===== src/rtl/fetch_unit.sv =====
// fetch_unit: owns the PC, issues in-order imem fetches,
// buffers returned words and flushes on redirect.
module fetch_unit #(
  parameter int ADDR_WIDTH = 32,
  parameter int DATA_WIDTH = 32,
  parameter logic [ADDR_WIDTH-1:0] RESET_PC = '0,
  parameter int DEPTH = 2
) (
  input  logic                  clk,
  input  logic                  rst_n,
  output logic                  imem_req_valid,
  input  logic                  imem_req_ready,
  output logic [ADDR_WIDTH-1:0] imem_addr,
  input  logic                  imem_rsp_valid,
  input  logic [DATA_WIDTH-1:0] imem_rsp_data,
  input  logic                  redirect,
  input  logic [ADDR_WIDTH-1:0] redirect_pc,
  output logic                  instr_valid,
  input  logic                  instr_ready,
  output logic [DATA_WIDTH-1:0] instr,
  output logic [ADDR_WIDTH-1:0] instr_pc,
  output logic [ADDR_WIDTH-1:0] instr_pc_plus4
);

  localparam int PW = $clog2(DEPTH);
  localparam int CW = $clog2(DEPTH + 1);
  localparam logic [CW-1:0] DEPTH_C = CW'(DEPTH);
  localparam logic [CW:0] DEPTH_U = (CW + 1)'(DEPTH);

  logic [ADDR_WIDTH-1:0] pc;
  logic [CW-1:0]         outstanding;
  logic [CW-1:0]         drop_cnt;
  logic [CW-1:0]         count;
  logic [PW-1:0]         wptr;
  logic [PW-1:0]         rptr;
  logic [PW-1:0]         iwptr;
  logic [PW-1:0]         irptr;

  logic [DATA_WIDTH-1:0] buf_data [DEPTH];
  logic [ADDR_WIDTH-1:0] buf_pc [DEPTH];
  logic [ADDR_WIDTH-1:0] inflight_pc [DEPTH];

  logic          pop;
  logic          issue;
  logic          push;
  logic          drop;
  logic [CW:0]   used;

  // A same-cycle pop frees a slot, which keeps 1 instr/cycle at L=1
  assign instr_valid = (count != '0);
  assign pop   = instr_valid && instr_ready && !redirect;
  assign used  = {1'b0, outstanding} + {1'b0, count}
               - {{CW{1'b0}}, pop};
  assign imem_req_valid = rst_n && !redirect && (used < DEPTH_U);
  assign imem_addr = pc;
  assign issue = imem_req_valid && imem_req_ready;
  assign drop  = imem_rsp_valid && (drop_cnt != '0);
  assign push  = imem_rsp_valid && (drop_cnt == '0) && !redirect;

  assign instr = instr_valid ? buf_data[rptr] : '0;
  assign instr_pc = instr_valid ? buf_pc[rptr] : '0;
  assign instr_pc_plus4 = instr_valid
                        ? buf_pc[rptr] + ADDR_WIDTH'(4) : '0;

  // PC, credit and stale-response accounting
  always_ff @(posedge clk or negedge rst_n) begin
    if (!rst_n) begin
      pc          <= RESET_PC;
      outstanding <= '0;
      drop_cnt    <= '0;
      iwptr       <= '0;
      irptr       <= '0;
    end else begin
      if (redirect)
        pc <= redirect_pc & ~ADDR_WIDTH'(3);
      else if (issue)
        pc <= pc + ADDR_WIDTH'(4);
      outstanding <= outstanding + CW'(issue)
                   - CW'(imem_rsp_valid);
      if (redirect)
        drop_cnt <= outstanding - CW'(imem_rsp_valid);
      else if (drop)
        drop_cnt <= drop_cnt - CW'(1);
      if (issue)
        iwptr <= iwptr + PW'(1);
      if (imem_rsp_valid)
        irptr <= irptr + PW'(1);
    end
  end

  // Instruction buffer pointers; redirect empties it
  always_ff @(posedge clk or negedge rst_n) begin
    if (!rst_n) begin
      wptr  <= '0;
      rptr  <= '0;
      count <= '0;
    end else if (redirect) begin
      wptr  <= '0;
      rptr  <= '0;
      count <= '0;
    end else begin
      if (push)
        wptr <= wptr + PW'(1);
      if (pop)
        rptr <= rptr + PW'(1);
      count <= count + CW'(push) - CW'(pop);
    end
  end

  // Storage: issue-time PCs and returned words
  always_ff @(posedge clk) begin
    if (issue)
      inflight_pc[iwptr] <= pc;
    if (push) begin
      buf_data[wptr] <= imem_rsp_data;
      buf_pc[wptr]   <= inflight_pc[irptr];
    end
  end

  a_no_overflow: assert property (
    @(posedge clk) disable iff (!rst_n)
    !(push && !pop && (count == DEPTH_C)));

  a_solicited: assert property (
    @(posedge clk) disable iff (!rst_n)
    !(imem_rsp_valid && (outstanding == '0)));

endmodule


===== config.mk =====
export PLATFORM = sky130hd
export DESIGN_NAME = fetch_unit
export DESIGN_NICKNAME = d
export VERILOG_FILES = /design/src/rtl/fetch_unit.sv
export SDC_FILE = /design/constraint.sdc
export NUM_CORES = 1
export LEC_CHECK = 0
export BUFFER_PORTS_ARGS = -buffer_cell sky130_fd_sc_hd__buf_4
export CAP_MARGIN = 20
export CORE_UTILIZATION = 50
export DETAILED_ROUTE_END_ITERATION = 7
export PLACE_DENSITY_LB_ADDON = 0.12
export REMOVE_ABC_BUFFERS = 1
export SLEW_MARGIN = 20
export SYNTH_ARGS = -nofsm -noshare
export SYNTH_HDL_FRONTEND = slang
export SYNTH_SLANG_ARGS = --single-unit

===== constraint.sdc =====
create_clock -name clk -period 4.5 [get_ports clk]
set_clock_uncertainty 0.05 [all_clocks]
set_input_delay 0.675 -clock clk [delete_from_list [all_inputs] [get_ports clk]]
set_output_delay 0.675 -clock clk [all_outputs]
set_load 0.01 [all_outputs]

==> impl_metrics.toml, run 1 <==
[run_status]
status = "complete, no violations"

[detailed_routing]
vias = 6796
wl_per_cell_um = 17.5
via_per_inst = 5.42
route.detailed.drc = 0
first_pass_iters = 4
ant_nets = 0
wl_um = 22000
first_iter_violations = 317

[place]
gp_congestion = 0.785
dpl.cell_count = 1212
portBuffers = 191
post-place-ws_ns = 0.727
hpwlAfterDp_um = 14600

[grt]
grt_start_max_net_pins = 84
grt-ovfl-total = 0
antenna_found_initial = 0
grt_pass1_wl_um = 34800
grt_pass1_vias = 6495
grt.total_usage_pct = 20.8

[floorplanning]
fp.dieW_um = 145
die_h_um = 145
row_count = 52
dieArea_um2 = 21100
initial_core_util_pct = 50.9
core_area_um2 = 20200
io_pins = 200

[worst_setup_path]
crit_path_end_kind = "primary output"
r2r_setup_slack_ns = 0.88
critPathLaunchType = "flip-flop"
crit_type = "reg2out"
r2r_start = "count[0]$_DFF_PN0_"
ff2ff_path_depth = 16
path_max_fanout = 80
startpoint = "rptr$_DFFE_PN0P_"
worstReg2RegEnd = "outstanding[1]$_DFF_PN0_"
cp-endpoint = "instr_pc_plus4[31]"
crit_required_ns = 3.77
arrival_ns = 3.31

[pwr]
power_frac_seq_pct = 44.9
pwr-share-comb_pct = 25.9
power.internal_mw = 4.23
peakVddDrop_uv = 264
clockPowerShare_pct = 29.1
switching_share_pct = 28.9
pwr_density_cell_nw_per_um2 = 469
p_leak_nw = 4.71
p_sw_mw = 1.72

[yosys]
ys_seq_elements = 224
postSynthAreaPerCell_um2 = 13.3
ys_types = 61
synth_warnings = 0
synth-edff-count = 184
syn-cell-area_um2 = 10300
synthFlopType = "edfxtp_1"
async_reset_ff_share_pct = 17.9
synth_cells = 774
yosysSeqAreaShare_pct = 63.5

[cts]
cts_made_buffers = 23
htree_levels = 1
root_buffer = "clkbuf_16"
postCtsHoldBufs = 0
cts.sinks = 224
clkSlewWorstSetupHoldPaths_ns = 0.06
clock_latency_ns = 0.49
cts_setup_buffers = 0
cts_tree = "yes"
cts-resized-gates = 0
clockBufferDepth = 3

[timing]
worstMarginPinSlew_ns = 0.921
post-route-min-period_ns = 4.04
finalWorstSetupSlack_ns = 0.462
max_freq_ghz = 0.248
drv_slew = 0
rsz0062_at_grt = "false"
hold_violations = 0
finalSetupViolCount = 0
relSlewSlack_pct = 38.6
fin_crit_sh_pct = 89.7

[final_layout]
nets = 1048
post-route-util_pct = 63.0
syn2layout_area_growth_pct = 23.6
layout.cells.non_filler = 1253
drive_above_1_share_pct = 29.6
n_antenna_cell = 0

[run]
maxCapViolations = 0

[hold_path]
hold_path_class = "in2async"
-- worst min path at each step --
| stage | start | endpoint | slack, ns | cells past startpoint |
|---|---|---|---|---|
| after global routing | rst_n | imem_addr[2]$_DFFE_PN0P_ | 0.25 | 2 |
| after CTS | rst_n | imem_addr[2]$_DFFE_PN0P_ | 0.23 | 2 |
| final | rst_n | imem_addr[2]$_DFFE_PN0P_ | 0.22 | 2 |
| after global placement | iwptr$_DFFE_PN0P_ | iwptr$_DFFE_PN0P_ | 0.45 | 1 |
| after floorplan | rst_n | count[0]$_DFF_PN0_ | 0.33 | 0 |
| after detailed placement | iwptr$_DFFE_PN0P_ | iwptr$_DFFE_PN0P_ | 0.45 | 1 |
-- per-layer routing --
| metal | routed length [µm] | share of wire, % | track usage [%] | up-vias |
|---|---|---|---|---|
| met3 | 1280 | 5.8 | 3.95 | 32 |
| met4 | 431 | 2.0 | 6.11 | 0 |
| li1 | - | - | - | 3274 |
| met5 | 0 | 0 | 0 | - |
| met1 | 9980 | 45 | 28.4 | 3276 |
| met2 | 10300 | 47 | 33.9 | 214 |
-- worst max-delay path, stage by stage, from the launching register on --
cell,delay [ns]
dfrtp_4,0.53
buf_12,0.45
nand3_1,0.22
a221oi_2,0.40
nand3_1,0.26
o41ai_1,0.71
buf_4,0.24
-- layout by cell type (no fill, tap or decap), drive strengths merged, types with 20 or more instances in the layout --
| master | n |
|---|---|
| buf | 203 |
| clkbuf | 35 |
| dfrtp | 40 |
| edfxtp | 184 |
| mux2 | 38 |
| mux2i | 60 |
| nand2 | 56 |
| nand3 | 31 |
| nand4 | 20 |
| nor2 | 92 |
| o21ai | 27 |
-- power by group through the flow --
| stage | logic, mW | registers, mW | clock network (mW) |
|---|---|---|---|
| 4_1_cts | 1.56 | 2.68 | 1.77 |
| 2_1_floorplan | 0.874 | 2.74 | 0 |
| 6_report | 1.54 | 2.68 | 1.74 |
| 3_5_place_dp | 1.55 | 2.72 | 0 |
| 3_3_place_gp | 1.53 | 2.71 | 0 |
| 5_1_grt | 1.69 | 2.70 | 1.85 |
-- cell type report --
type / count / area, µm²
fill: 1619 / 7470
sequential: 224 / 6530
multi-input combinational: 497 / 3520
timing repair buffer: 203 / 1560
clock buffer: 35 / 631
tap: 270 / 338
inverter: 18 / 67.6
clock inverter: 6 / 51.3
-- stage by stage --
stage          setup TNS, ns  power [mW]  cell area (µm²)  hold slack (ns)
2_1_floorplan        -301.97        3.61            10100            0.329
6_report                   0        5.95            12700            0.222
3_5_place_dp               0        4.27            12000            0.452
4_1_cts                    0        6.01            12700            0.235
3_3_place_gp               0        4.24            12000            0.450
5_1_grt                    0        6.24            12700            0.253
-- state kept, by name (all words and copies together) (netlist names) --
name         flops
imem_addr       30
rptr             1
count            2
wptr             1
buf_pc          60
drop_cnt         2
outstanding      2
buf_data        64
iwptr            1
inflight_pc     60
irptr            1
-- cell usage after synthesis (4+ instances only) --
cell | n | area (µm²)
edfxtp_1 | 184 | 5530
nor2_1 | 92 | 345
mux2i_1 | 60 | 601
nand2_1 | 56 | 210
dfrtp_1 | 40 | 1000
mux2_2 | 36 | 405
nand3_1 | 30 | 150
o21ai_0 | 27 | 135
inv_1 | 18 | 67.6
nor2b_1 | 17 | 106
xnor2_1 | 17 | 149
nand4_1 | 15 | 93.8
clkbuf_1 | 13 | 48.8
ha_1 | 10 | 125
o211ai_1 | 10 | 75.1
buf_2 | 9 | 45.0
buf_4 | 9 | 67.6
nand3b_1 | 9 | 67.6
o311ai_0 | 9 | 78.8
o31ai_1 | 8 | 60.1
a21oi_1 | 7 | 35.0
and2_1 | 7 | 43.8
buf_1 | 7 | 26.3
xor2_1 | 7 | 61.3
nor3_1 | 5 | 25.0
nor4_1 | 5 | 31.3
a221o_1 | 4 | 40.0
a22oi_1 | 4 | 30.0
or3_1 | 4 | 25.0
or4_1 | 4 | 30.0
-- cells by family (layout without fill, tap and decap cells) --
logic type | Yosys count | count (layout) | synth area share (%)
AOI/OAI and AO/OA | 90 | 90 | 6.67
xor gates and xnor gates | 24 | 24 | 2.05
adders and majority gates | 11 | 11 | 1.41
buffers and inverters | 58 | 262 | 2.70
DFF | 224 | 224 | 63.5
muxes | 98 | 98 | 10.0
other | 1 | 6 | 0.0365
and+or+nand+nor | 268 | 268 | 13.6
Note: power is estimated with default switching activity, not from simulation.
==> run 2: changes to the inputs <==
--- a/config.mk
+++ b/config.mk
@@ -7,6 +7,7 @@
 export LEC_CHECK = 0
 export BUFFER_PORTS_ARGS = -buffer_cell sky130_fd_sc_hd__buf_4
 export CAP_MARGIN = 20
+export CORE_ASPECT_RATIO = 0.6
 export CORE_UTILIZATION = 50
 export DETAILED_ROUTE_END_ITERATION = 7
 export PLACE_DENSITY_LB_ADDON = 0.12
==> impl_metrics.toml, run 2 (same netlist as run 1, synthesis figures left out) <==
[run_status]
status = "complete, no violations"

[cts]
clockBufferDepth = 3
cts_made_buffers = 21
root_buffer = "clkbuf_16"
cts_tree = "yes"
cts-resized-gates = 0
clkSlewWorstSetupHoldPaths_ns = 0.07
cts_setup_buffers = 0
clock_latency_ns = 0.49
postCtsHoldBufs = 0
cts.sinks = 224
htree_levels = 1

[place]
gp_congestion = 0.810
hpwlAfterDp_um = 15200
portBuffers = 191

[floorplanning]
io_pins = 200
dieArea_um2 = 21100
initial_core_util_pct = 51.2
row_count = 40
die_h_um = 113
core_area_um2 = 20100
fp.dieW_um = 187

[timing]
setup_tns_ns = 0
finalSetupViolCount = 0
fin_crit_sh_pct = 88.9
rsz0062_at_grt = "false"
hold_violations = 0
post-route-min-period_ns = 4.00
max_freq_ghz = 0.250
drv_slew = 0
relSlewSlack_pct = 40.0
worstMarginPinSlew_ns = 0.900

[final_layout]
post-route-util_pct = 63.4
layout_common_cells = "buf_4, edfxtp_1, nor2_1"
regMostFlops = "buf_data"
syn2layout_area_growth_pct = 23.8
reg_top3 = "buf_data (64), buf_pc (60), inflight_pc (60)"
n_antenna_cell = 0
nets = 1050
drive_above_1_share_pct = 30.3
layout_commonest_cell = "buf_4"
largest_reg_flops = 64

[worst_setup_path]
worstReg2RegEnd = "imem_addr[9]$_DFFE_PN0P_"
ff2ff_path_depth = 14
cp_common_cell = "mux2_2"
crit_path_end_kind = "primary output"
crit_buf_inv = 2
path_max_fanout = 22
critPathLaunchType = "flip-flop"
crit_chain = "mux2_2 > ha_1 > inv_1 > a211oi_4 > nand4_2 > nor3_2 > mux2_2 > buf_4"
arrival_ns = 3.28
path_delay_family = "multiplexers"
critPathSlowestCell = "dfrtp_4"
r2r_start = "count[0]$_DFF_PN0_"
max_stage_delay_ns = 0.61
crit_type = "reg2out"
crit_required_ns = 3.77
r2r_setup_slack_ns = 0.95

[detailed_routing]
first_pass_iters = 5
vias = 6757
wl_per_cell_um = 17.8
ant_nets = 0
route.detailed.drc = 0
wl_um = 22400
via_per_inst = 5.38
first_iter_violations = 396

[run]
maxCapViolations = 0

[hold_path]
hold_path_class = "in2async"

[grt]
grt-ovfl-total = 0
grt_pass1_vias = 6451
grt_start_max_net_pins = 84
grt.total_usage_pct = 21.3
antenna_found_initial = 0
grt_pass1_wl_um = 35600

[pwr]
p_leak_nw = 4.73
pwr_density_cell_nw_per_um2 = 472
peakVddDrop_uv = 400
==> run 2: changes by cell type in the layout (fill, tap and decap cells not counted), moves of 3 or more <==
cell / change
clkbuf_8: +3
clkbuf_1: -3
buf_4: +7
clkinv_1: -3
buf_12: -3
==> run 2: final cells by class <==
class                           count  area [µm²]
Timing Repair Buffer              207        1550
Multi-Input combinational cell    497        3520
Inverter                           18        67.6
Fill cell                        1603        7350
Sequential cell                   224        6530
Clock buffer                       35         661
Tap cell                          273         342
Clock inverter                      3        43.8
==> run 2: worst max-delay path by stage <==
stage                        from                      endpoint  slack, ns  cells after the start
6_report         rptr$_DFFE_PN0P_            instr_pc_plus4[28]       0.50                      8
5_1_grt          rptr$_DFFE_PN0P_            instr_pc_plus4[28]       0.39                      8
4_1_cts          rptr$_DFFE_PN0P_            instr_pc_plus4[28]       0.46                      8
3_5_place_dp   count[0]$_DFF_PN0_      imem_addr[9]$_DFFE_PN0P_       0.94                     14
3_3_place_gp   count[0]$_DFF_PN0_      imem_addr[9]$_DFFE_PN0P_       1.00                     14
2_1_floorplan  count[0]$_DFF_PN0_  inflight_pc[0][10]$_DFFE_PP_      -3.96                     11
==> run 2: power by group <==
group / internal (mW) / switching [mW]
clock network: 1.06 / 0.723
logic: 0.713 / 0.856
registers: 2.50 / 0.158
total: 4.27 / 1.74
==> run 2: through the flow <==
stage	instances	instance area (µm²)	power, mW	setup slack (ns)	hold WS, ns
2_1_floorplan	739	10100	3.61	-3.96	0.329
3_3_place_gp	1219	12000	4.25	1.00	0.407
3_5_place_dp	1219	12000	4.28	0.940	0.409
4_1_cts	1257	12700	6.06	0.461	0.136
5_1_grt	1257	12700	6.31	0.389	0.155
6_report	1257	12700	6.01	0.497	0.124
==> run 2: per-layer routing <==
layer | global-route usage, % | up-vias | part of all wire, %
met5 | 0 | - | 0
li1 | - | 3279 | -
met1 | 32.1 | 3247 | 49
met3 | 3.78 | 26 | 5.1
met2 | 32.6 | 205 | 44
met4 | 3.99 | 0 | 1.4
==> run 3: changes to the inputs <==
--- a/config.mk
+++ b/config.mk
@@ -10,7 +10,7 @@
 export CORE_ASPECT_RATIO = 0.6
 export CORE_UTILIZATION = 50
 export DETAILED_ROUTE_END_ITERATION = 7
-export PLACE_DENSITY_LB_ADDON = 0.12
+export PLACE_DENSITY = 0.82
 export REMOVE_ABC_BUFFERS = 1
 export SLEW_MARGIN = 20
 export SYNTH_ARGS = -nofsm -noshare
==> constraint.sdc (replaced) <==
create_clock -name clk -period 4.3 [get_ports clk]
set_clock_uncertainty 0.05 [all_clocks]
set_input_delay 0.645 -clock clk [delete_from_list [all_inputs] [get_ports clk]]
set_output_delay 0.645 -clock clk [all_outputs]
set_load 0.01 [all_outputs]
==> impl_metrics.toml, run 3 (same netlist as run 1, synthesis figures left out) <==
[run_status]
status = "complete, no violations"

[timing]
worstMarginPinSlew_ns = 0.897
finalWorstSetupSlack_ns = 0.270
drv_slew = 0
finalSetupViolCount = 0
fin_crit_sh_pct = 93.7
relSlewSlack_pct = 40.0
rsz0062_at_grt = "false"
hold_violations = 0
post-route-min-period_ns = 4.03
max_freq_ghz = 0.248

[cts]
postCtsHoldBufs = 0
clock_latency_ns = 0.50
root_buffer = "clkbuf_16"
cts_tree = "yes"
cts_setup_buffers = 0
htree_levels = 1
clockBufferDepth = 3
clkSlewWorstSetupHoldPaths_ns = 0.06
cts-resized-gates = 0
cts.sinks = 224
cts_made_buffers = 22

[floorplanning]
dieArea_um2 = 21100
io_pins = 200
die_h_um = 113
initial_core_util_pct = 51.2
fp.dieW_um = 187
core_area_um2 = 20100
row_count = 40

[place]
post-place-ws_ns = 0.753
portBuffers = 191
gp_congestion = 0.867
hpwlAfterDp_um = 15800

[detailed_routing]
vias = 6918
first_iter_violations = 526
via_per_inst = 5.49
wl_per_cell_um = 18.0
wl_um = 22700
first_pass_iters = 5
ant_nets = 0
route.detailed.drc = 0

[final_layout]
nets = 1053
post-route-util_pct = 63.9
reg_top3 = "buf_data (64), buf_pc (60), inflight_pc (60)"
layout_common_cells = "buf_4, edfxtp_1, nor2_1"
layout_commonest_cell = "buf_4"
syn2layout_area_growth_pct = 24.8
drive_above_1_share_pct = 31.1
largest_reg_flops = 64
regMostFlops = "buf_data"
n_antenna_cell = 0

[worst_setup_path]
crit_path_end_kind = "primary output"
crit_chain = "mux2_2 > ha_1 > inv_1 > a211oi_4 > nand4_2 > a221oi_2 > mux2_1 > buf_4"
ff2ff_path_depth = 13
crit_required_ns = 3.61
critPathLaunchType = "flip-flop"
max_stage_delay_ns = 0.64
critPathSlowestCell = "dfrtp_4"
path_max_fanout = 27
arrival_ns = 3.34
crit_type = "reg2out"

[grt]
grt_start_max_net_pins = 84
antenna_found_initial = 0
grt_pass1_wl_um = 36200
grt.total_usage_pct = 21.8
grt-ovfl-total = 0
grt_pass1_vias = 6793

[pwr]
pwr_density_cell_nw_per_um2 = 501
p_leak_nw = 4.78
pwr-share-comb_pct = 25.7
switching_share_pct = 29.0
clockPowerShare_pct = 30.9
power.internal_mw = 4.56
p_sw_mw = 1.86
peakVddDrop_uv = 249
power_frac_seq_pct = 43.4

[hold_path]
hold_path_class = "in2async"

[run]
maxCapViolations = 0
==> run 3: cell type report <==
class / count / area, µm²
multi-input combinational: 497 / 3520
fill: 1513 / 7240
clock inverter: 13 / 159
sequential: 224 / 6530
inverter: 18 / 67.6
clock buffer: 27 / 611
timing repair buffer: 209 / 1590
tap: 273 / 342
==> run 3: worst max-delay path: cells and delay by family (launching register included) <==
| kind | cells | cell delay, ns |
|---|---|---|
| AO/OA/AOI/OAI | 2 | 0.63 |
| adder cells (fa/ha/maj) | 1 | 0.19 |
| buffers and inverters | 2 | 0.25 |
| flip-flops | 1 | 0.64 |
| multiplexers | 2 | 0.68 |
| AND/OR/NAND/NOR | 1 | 0.41 |
==> run 3: worst paths after layout <==
| path | start | endpoint | slack, ns |
|---|---|---|---|
| worst max-delay path | rptr$_DFFE_PN0P_ | instr_pc_plus4[26] | 0.27 |
| worst min-delay path | rst_n | drop_cnt[0]$_DFFE_PN0P_ | 0.21 |
| worst max register to register | count[0]$_DFF_PN0_ | imem_addr[9]$_DFFE_PN0P_ | 0.84 |
| worst min register to register | irptr$_DFFE_PN0P_ | irptr$_DFFE_PN0P_ | 0.46 |
| max in group asynchronous | rst_n | rptr$_DFFE_PN0P_ | 3.57 |
| min in group clk | imem_rsp_data[21] | buf_data[0][21]$_DFFE_PP_ | 0.28 |
==> run 3: power groups by stage <==
stage | logic, mW | registers (mW) | clock network, mW
after floorplan | 0.914 | 2.86 | 0
after global placement | 1.61 | 2.82 | 0
after detailed placement | 1.66 | 2.83 | 0
after CTS | 1.67 | 2.78 | 2.01
after global routing | 1.81 | 2.81 | 2.11
final | 1.65 | 2.79 | 1.99
==> run 3: through the flow <==
step	cells	power (mW)	setup TNS (ns)	hold slack (ns)	instance area, µm²
floorplan	739	3.78	-325.88	0.299	10100
global placement	1221	4.43	0	0.442	12100
detailed placement	1221	4.48	0	0.449	12100
CTS	1261	6.46	0	0.222	12800
global route	1261	6.72	0	0.242	12800
finish	1261	6.42	0	0.212	12800
==> run 3: metal layers <==
| layer | vias up | wire length [µm] | global-route usage (%) |
|---|---|---|---|
| met3 | 36 | 1490 | 4.68 |
| met1 | 3362 | 10400 | 30.8 |
| met4 | 0 | 277 | 3.44 |
| li1 | 3283 | - | - |
| met2 | 237 | 10500 | 35.4 |
| met5 | - | 0 | 0 |
